===== src/rtl/sram_port_arbiter.sv =====
// Shares one sram-like port (req / addr_ok / data_ok) between the instruction-fetch
// master (inst_*) and the load/store master (data_*).
//
// Arbitration: a request presented to the slave but not yet accepted locks the port
// to its master, so the presented request stays stable and is never preempted.
// When unlocked, data has fixed priority over inst by default. Building with the
// ARB_RR_EN macro defined enables round-robin instead. In that mode, last_grant_q
// records the master of each accept, and on a tie the other master wins.
//
// Accepted requests push their owner ID (0 = inst, 1 = data) into an in-order FIFO
// of OUTSTANDING entries. Each slave data_ok pops the head, and the response is routed
// combinationally to that owner. A data_ok that arrives while the FIFO is empty is
// ignored.
//
// Ports:
//   clk_i, resetn_i          clock, async active-low reset
//   inst_* / data_*          master request side (req, wr, size, addr, wstrb, wdata in;
//                            addr_ok, data_ok, rdata out)
//   sl_*                     shared slave side (req, wr, size, addr, wstrb, wdata out;
//                            addr_ok, data_ok, rdata in)
module sram_port_arbiter #(
  parameter int unsigned OUTSTANDING = 2,
  parameter int unsigned OWN_W       = 2
) (
  input  logic        clk_i,
  input  logic        resetn_i,
  input  logic        inst_req_i,
  input  logic        inst_wr_i,
  input  logic [1:0]  inst_size_i,
  input  logic [31:0] inst_addr_i,
  input  logic [3:0]  inst_wstrb_i,
  input  logic [31:0] inst_wdata_i,
  output logic        inst_addr_ok_o,
  output logic        inst_data_ok_o,
  output logic [31:0] inst_rdata_o,
  input  logic        data_req_i,
  input  logic        data_wr_i,
  input  logic [1:0]  data_size_i,
  input  logic [31:0] data_addr_i,
  input  logic [3:0]  data_wstrb_i,
  input  logic [31:0] data_wdata_i,
  output logic        data_addr_ok_o,
  output logic        data_data_ok_o,
  output logic [31:0] data_rdata_o,
  output logic        sl_req_o,
  output logic        sl_wr_o,
  output logic [1:0]  sl_size_o,
  output logic [31:0] sl_addr_o,
  output logic [3:0]  sl_wstrb_o,
  output logic [31:0] sl_wdata_o,
  input  logic        sl_addr_ok_i,
  input  logic        sl_data_ok_i,
  input  logic [31:0] sl_rdata_i
);

  localparam logic [OWN_W:0]   MaxCnt  = (OWN_W+1)'(OUTSTANDING);
  localparam logic [OWN_W:0]   CntOne  = (OWN_W+1)'(1);
  localparam logic [OWN_W-1:0] LastPtr = OWN_W'(OUTSTANDING - 1);
  localparam logic [OWN_W-1:0] PtrOne  = OWN_W'(1);

  typedef enum logic [1:0] {StUnlocked, StLockedInst, StLockedData} lock_e;

  lock_e state_q, state_d;

  logic                    owner_vld;
  logic                    owner_data;   // 1 = data master owns the port
  logic                    sel_data;
  logic                    owner_req;
  logic                    full;
  logic                    push;
  logic                    pop;
  logic                    head_data;

  logic [OWN_W:0]          cnt_q, cnt_d;
  logic [OWN_W-1:0]        wr_ptr_q, wr_ptr_d;
  logic [OWN_W-1:0]        rd_ptr_q, rd_ptr_d;
  logic [(1<<OWN_W)-1:0]   fifo_q, fifo_d;

`ifdef ARB_RR_EN
  logic last_grant_q;  // 0 = inst, 1 = data
`endif

  // Lock state register
  always_ff @(posedge clk_i or negedge resetn_i) begin
    if (!resetn_i) begin
      state_q <= StUnlocked;
    end else begin
      state_q <= state_d;
    end
  end

  // Lock next state
  always_comb begin
    state_d = state_q;
    case (state_q)
      StUnlocked: begin
        if (sl_req_o && !sl_addr_ok_i) begin
          state_d = owner_data ? StLockedData : StLockedInst;
        end
      end
      StLockedInst, StLockedData: begin
        if (push) state_d = StUnlocked;
      end
      default: state_d = StUnlocked;
    endcase
  end

  // Owner selection and request forwarding
  always_comb begin
    owner_vld  = 1'b0;
    owner_data = 1'b0;
    case (state_q)
      StLockedInst: begin
        owner_vld  = 1'b1;
        owner_data = 1'b0;
      end
      StLockedData: begin
        owner_vld  = 1'b1;
        owner_data = 1'b1;
      end
      default: begin
`ifdef ARB_RR_EN
        if (data_req_i && inst_req_i) begin
          owner_vld  = 1'b1;
          owner_data = ~last_grant_q;
        end else if (data_req_i) begin
          owner_vld  = 1'b1;
          owner_data = 1'b1;
        end else if (inst_req_i) begin
          owner_vld  = 1'b1;
          owner_data = 1'b0;
        end
`else
        if (data_req_i) begin
          owner_vld  = 1'b1;
          owner_data = 1'b1;
        end else if (inst_req_i) begin
          owner_vld  = 1'b1;
          owner_data = 1'b0;
        end
`endif
      end
    endcase
  end

  assign sel_data  = owner_vld & owner_data;
  assign owner_req = owner_vld & (owner_data ? data_req_i : inst_req_i);
  assign full      = (cnt_q == MaxCnt);

  // Gated by reset so nothing is issued or acknowledged while resetn_i is low
  assign sl_req_o  = resetn_i & owner_req & ~full;
  assign push      = sl_req_o & sl_addr_ok_i;
  assign pop       = resetn_i & sl_data_ok_i & (cnt_q != '0);
  assign head_data = fifo_q[rd_ptr_q];

  assign sl_wr_o    = sel_data ? data_wr_i    : inst_wr_i;
  assign sl_size_o  = sel_data ? data_size_i  : inst_size_i;
  assign sl_addr_o  = sel_data ? data_addr_i  : inst_addr_i;
  assign sl_wstrb_o = sel_data ? data_wstrb_i : inst_wstrb_i;
  assign sl_wdata_o = sel_data ? data_wdata_i : inst_wdata_i;

  assign inst_addr_ok_o = push & ~owner_data;
  assign data_addr_ok_o = push & owner_data;
  assign inst_data_ok_o = pop & ~head_data;
  assign data_data_ok_o = pop & head_data;
  assign inst_rdata_o   = sl_rdata_i;
  assign data_rdata_o   = sl_rdata_i;

  // Owner FIFO next state; pointers wrap at OUTSTANDING, not at 2^OWN_W
  always_comb begin
    fifo_d   = fifo_q;
    wr_ptr_d = wr_ptr_q;
    rd_ptr_d = rd_ptr_q;
    cnt_d    = cnt_q;
    if (push) begin
      fifo_d[wr_ptr_q] = owner_data;
      wr_ptr_d         = (wr_ptr_q == LastPtr) ? '0 : wr_ptr_q + PtrOne;
    end
    if (pop) begin
      rd_ptr_d = (rd_ptr_q == LastPtr) ? '0 : rd_ptr_q + PtrOne;
    end
    case ({push, pop})
      2'b10:   cnt_d = cnt_q + CntOne;
      2'b01:   cnt_d = cnt_q - CntOne;
      default: cnt_d = cnt_q;
    endcase
  end

  always_ff @(posedge clk_i or negedge resetn_i) begin
    if (!resetn_i) begin
      fifo_q   <= '0;
      wr_ptr_q <= '0;
      rd_ptr_q <= '0;
      cnt_q    <= '0;
    end else begin
      fifo_q   <= fifo_d;
      wr_ptr_q <= wr_ptr_d;
      rd_ptr_q <= rd_ptr_d;
      cnt_q    <= cnt_d;
    end
  end

`ifdef ARB_RR_EN
  always_ff @(posedge clk_i or negedge resetn_i) begin
    if (!resetn_i) begin
      last_grant_q <= 1'b0;
    end else if (push) begin
      last_grant_q <= owner_data;
    end
  end
`endif

endmodule

===== config.mk =====
export PLATFORM = sky130hd
export DESIGN_NAME = sram_port_arbiter
export DESIGN_NICKNAME = d
export VERILOG_FILES = /design/src/rtl/sram_port_arbiter.sv
export SDC_FILE = /design/constraint.sdc
export NUM_CORES = 1
export LEC_CHECK = 0
export ABC_AREA = 1
export BUFFER_PORTS_ARGS = -buffer_cell sky130_fd_sc_hd__buf_4
export CAP_MARGIN = 20
export CELL_PAD_IN_SITES_DETAIL_PLACEMENT = 1
export CELL_PAD_IN_SITES_GLOBAL_PLACEMENT = 2
export CORE_ASPECT_RATIO = 0.6
export CORE_MARGIN = 4
export CORE_UTILIZATION = 11
export CTS_CLUSTER_DIAMETER = 80
export DETAILED_ROUTE_END_ITERATION = 8
export PLACE_DENSITY = 0.78
export SLEW_MARGIN = 30
export SYNTH_ARGS = -nofsm -noshare
export SYNTH_HDL_FRONTEND = slang
export SYNTH_SLANG_ARGS = --single-unit

===== constraint.sdc =====
create_clock -name clk_i -period 2.85 [get_ports clk_i]
set_clock_uncertainty 0.2 [all_clocks]
set_input_delay 0.57 -clock clk_i [delete_from_list [all_inputs] [get_ports clk_i]]
set_output_delay 0.57 -clock clk_i [all_outputs]
set_load 0.1 [all_outputs]

# Word level (Yosys, flattened, before mapping)
# Index checks and enable logic that the tools add are counted.
word_totals:
  ff_bits: 13
  out_inout_bits: 140
  input_bits: 180
op_classes:
  mux: 23
  n_addsub: 4
  bitwise_logic: 14
  n_lt_le_gt_ge: 3
  reduce_logical: 8
  n_eq_ne: 9
ops:
  columns: ["operator", "count"]
  rows:
  - ["$mux 32", 2]
  - ["$mux 2", 6]
  - ["$and 1x1->1", 11]
  - ["$eq 2x1->1 const B", 4]
  - ["$mux 1", 8]
  - ["$lt 2x3->1 const B", 2]
  - ["$pmux 3 s2", 1]
  - ["$add 2x1->2 const B", 2]
  - ["$bwmux 4", 1]
  - ["$eq 2x2->1 const B", 2]
  - ["$mux 4", 1]
  - ["$pmux 2 s2", 1]
  - ["$add 3x1->3 const B", 1]
  - ["$eq 3x2->1 const B", 1]
  - ["$not 1->1", 3]
  - ["$reduce_bool 3->1", 1]
  - ["$sub 3x1->3 const B", 1]
  - ["$bmux 1 s2", 1]
  - ["$demux 1 s2", 1]
  - ["$ge 2x1->1 const B", 1]
  - ["$logic_and 1x1->1", 2]
  - ["$logic_not 2->1", 1]
  - ["$ne 2x1->1 const B", 1]
  - ["$ne 2x2->1 const B", 1]
  - ["5 further kinds", 5]

# Depth between registers and ports, before layout
depth:
  depth_word: 9
  depth_mapped: 14
  depth_no_buf: 13

# Least setup slack after synthesis
# OpenSTA, ideal clock, no wires.
synth_timing:
  kind: "reg2out"
  startpoint: "reg state_q[0]"
  endpoint: "out data_addr_ok_o"
  arrival_ns: 2.431
  setup_slack_ns: -0.351
  stages_incl_launch_ff: 9
  cell_sequence: "dfrtp_1 inv_1 ha_1 nand2_1 nand3_2 nand2_2 nand3_2 buf_6 nor2_1"
synth_between:
  elab_chain_len: 8
  word_cells_on_any_way: 11
synth_rtl:
  columns: ["item", "line_no", "text"]
  rows:
  - ["start: declaration", "63", "lock_e state_q, state_d;"]
  - ["start signal: assignment", "86", "state_q <= StUnlocked;"]
  - ["start signal: assignment", "88", "state_q <= state_d;"]
  - ["$eq 2x2->1 / $eq 2x1->1 (equally long branches)", "112", "case (state_q)"]
  - ["$pmux 1 s2 / $reduce_or 2->1 (equally long branches)", null, null]
  - ["$mux 1, on equally long branches", "147, 112", null]
  - ["$and 1x1->1", "147", "assign owner_req = owner_vld & (owner_data ? data_req_i : inst_req_i);"]
  - ["$and 1x1->1 (2 in series)", "151", "assign sl_req_o = resetn_i & owner_req & ~full;"]
  - ["$and 1x1->1", "152", "assign push = sl_req_o & sl_addr_ok_i;"]
  - ["$and 1x1->1 (*)", "163", "assign data_addr_ok_o = push & owner_data;"]
  - ["end: declaration", "42", "output logic data_addr_ok_o,"]
# Every way passes the cells marked *; elsewhere a longest branch is shown, timed or not.

# Worst setup path after layout
layout_timing:
  startpoint: "reg state_q[1]"
  endpoint: "out sl_wdata_o[7]"
layout_between:
  elab_chain_len: 5
  word_cells_on_any_way: 7
layout_rtl:
  columns: ["item", "line_no", "text"]
  rows:
  - ["$eq 2x2->1 / $eq 2x1->1 (equally long branches)", "112", null]
  - ["$reduce_or 2->1 (no source line)", null, null]
  - ["$mux 1", "112", null]
  - ["$and 1x1->1 (*)", "146", "assign sel_data = owner_vld & owner_data;"]
  - ["$mux 32 (*)", "160", "assign sl_wdata_o = sel_data ? data_wdata_i : inst_wdata_i;"]
  - ["end: declaration", "50", "output logic [31:0] sl_wdata_o,"]
# Marked as above.

==> flow_summary.yaml <==
global_routing:
  antenna_found_initial: 0
  first_global_vias: 2968
  grt_max_degree: 60
  grtUsageTotal_pct: 8.85
  grt_pass1_wl_mm: 15.7
  overflow: 0
clocking:
  clock_path_buffers: 2
  cts_buffers: 3
  clock_sinks: 13
  htreeDepth: 1
  cts_tree: "built"
  clk_pin_slew_worst_paths_ns: 0.05
  root_buffer: "clkbuf_16"
  clk_latency_ns: 0.24
drt:
  vias: 2844
  drc_errors: 0
  routedWlPerCell_um: 14.2
  first_iter_violations: 36
  dr.pass1.iters: 4
  drt.antenna.violating_nets: 0
  via_per_inst: 3.52
  routed_wl_mm: 11.5
timing:
  fin_crit_sh_pct: 95.1
  final_hold_viol_count: 0
  fin_hold_ws_ns: 0.290
  worstMarginPinSlew_ns: 0.613
  max_freq_mhz: 369
  grt_setup_unrepaired: "no"
  slew_headroom_pct: 59.0
  setup_ws_ns: 0.139
  setup_viol: 0
  timing.final.crit_period_ns: 2.71
  slew_violations: 0
yosys:
  synth_top_area_share_pct: 41.1
  async_reset_ff_share_pct: 100
  synth.yosys.seq_area_share_pct: 15.2
  yosysUniqueCellTypes: 24
  synth_commonest_cells: "nand2_1, buf_4, inv_1, dfrtp_1, nand3_1"
  ys_seq_elements: 13
  syn_nets: 571
  ys_warn_count: 0
  synth_area_leader_cell: "nand2_1"
  syn_area_per_cell_um2: 5.54
  synth_edf_count: 0
  syn-instance-count: 387
  synthTopCellsByArea: "nand2_1, buf_4, dfrtp_1, inv_1, nand3_1"
  synth_area_um2: 2140
  synthFlopType: "dfrtp_1"
  yosysMostFrequentCell: "nand2_1"
finish:
  multiInputGateArea_um2: 1220
  ff_latch_area_um2: 325
  final_util_pct: 21.9
  n_antenna_cell: 0
  num-fill-cells: 2368
  area_delta_synth_final_pct: 94.9
  final_layout_size_suffix_gt1_share_pct: 45.7
  nets: 728
setup_path:
  critPathMaxFanout: 23
  crit_path_end_kind: "output port"
  crit_chain: "inv_1, ha_4, inv_2, nand2_2, nand2_8, clkinv_8, buf_16, nand2_1, nand2_1, buf_12"
  cpMostUsedCell: "nand2_1"
  cp_top_family: "buffers and inverters"
  path_buf_inv: 5
  worstPathArrival_ns: 1.94
  worstPathRequired_ns: 2.08
  rrSetupSlack_ns: 0.40
  cpMaxStageDelayCell: "dfrtp_1"
  slowest_delay_ns: 0.37
  worst_setup_path_start_kind: "register"
  critical_path_class: "reg -> out"
floorplan:
  dieHeight_um: 116
  die_x_um: 188
  rows: 39
  core_area_um2: 19100
  initial_core_util_pct: 11.2
  dieArea_um2: 21900
  ios: 320
run_status:
  status: "completed"
job:
  maxCapViolations: 0
placed_design:
  dp_worst_setup_slack_ns: 0.198
  place.gp.congestion: 0.704
  dp_hpwl_mm: 9.01
  io_buffers: 223
min_path:
  hp-class: "reg -> reg"
==> final timing paths <==
kind,start,to,cells past startpoint
worst max-delay path,state_q[1]$_DFFE_PN0P_,sl_wdata_o[7],10
worst min-delay path,cnt_q[2]$_DFFE_PN0P_,cnt_q[2]$_DFFE_PN0P_,1
worst max register to register,state_q[0]$_DFFE_PN0P_,cnt_q[2]$_DFFE_PN0P_,13
worst min register to register,cnt_q[2]$_DFFE_PN0P_,cnt_q[2]$_DFFE_PN0P_,1
max in group asynchronous,resetn_i,rd_ptr_q[0]$_DFFE_PN0P_,2
min in group asynchronous,resetn_i,cnt_q[2]$_DFFE_PN0P_,2
==> per-layer routing <==
layer,wire [um],global-route usage (%),vias to the layer above
li1,-,-,1409
met1,4550,10.1,1216
met2,5060,14.3,209
met3,1740,5.65,10
met4,106,1.52,0
met5,0,0,-
==> repair_timing <==
| action | CTS | global route |
|---|---|---|
| endpoints found under the hold margin | 13 | 0 |
| cloned | 0 | 2 |
| hold buffers | 1 | 0 |
| resized for setup | 46 | 49 |
| pin swaps | 0 | 0 |
| buffers inserted | 0 | 0 |
| endpoints found under the setup margin | 46 | 68 |
==> final cells by class <==
class                           count  share of cell area [%]
Inverter                           16                    1.74
Sequential cell                    13                    7.78
Timing Repair Buffer              232                    51.5
Clock buffer                        4                    1.89
Multi-Input combinational cell    278                    29.2
Tap cell                          266                    7.96
==> through the flow <==
step	instances	cell area (um2)	TNS (ns)
3_5_place_dp	802	3670	0
6_report	809	4180	0
2_1_floorplan	387	2140	-0.701
4_1_cts	807	3930	0
5_1_grt	809	4180	0
3_3_place_gp	802	3670	0
==> cells by family (layout without fill, tap and decap cells) <==
logic type	Yosys count	after routing	share of synthesized area (%)
buffers and inverters	96	252	29.5
XOR/XNOR	4	4	1.63
flip-flops	13	13	15.2
adder cells (fa/ha/maj)	4	4	2.68
AND/OR/NAND/NOR	258	258	47.5
AO/OA/AOI/OAI	12	12	3.56
==> state kept, by name, summed over array words and instances (netlist names) <==
register  count
fifo_q        4
rd_ptr_q      2
state_q       2
cnt_q         3
wr_ptr_q      2
==> cell usage in the layout (no fill, tap or decap), drive strengths merged, types with 2 or more instances in the layout <==
| master | count |
|---|---|
| dfrtp | 13 |
| clkbuf | 6 |
| o21ai | 7 |
| a21oi | 4 |
| nand2 | 238 |
| buf | 229 |
| inv | 15 |
| xor2 | 2 |
| ha | 3 |
| nand3 | 10 |
| nor2 | 9 |
| xnor2 | 2 |
Power is not shown: default switching activity piles up to over one toggle a cycle in this logic, so the estimate is an artifact.
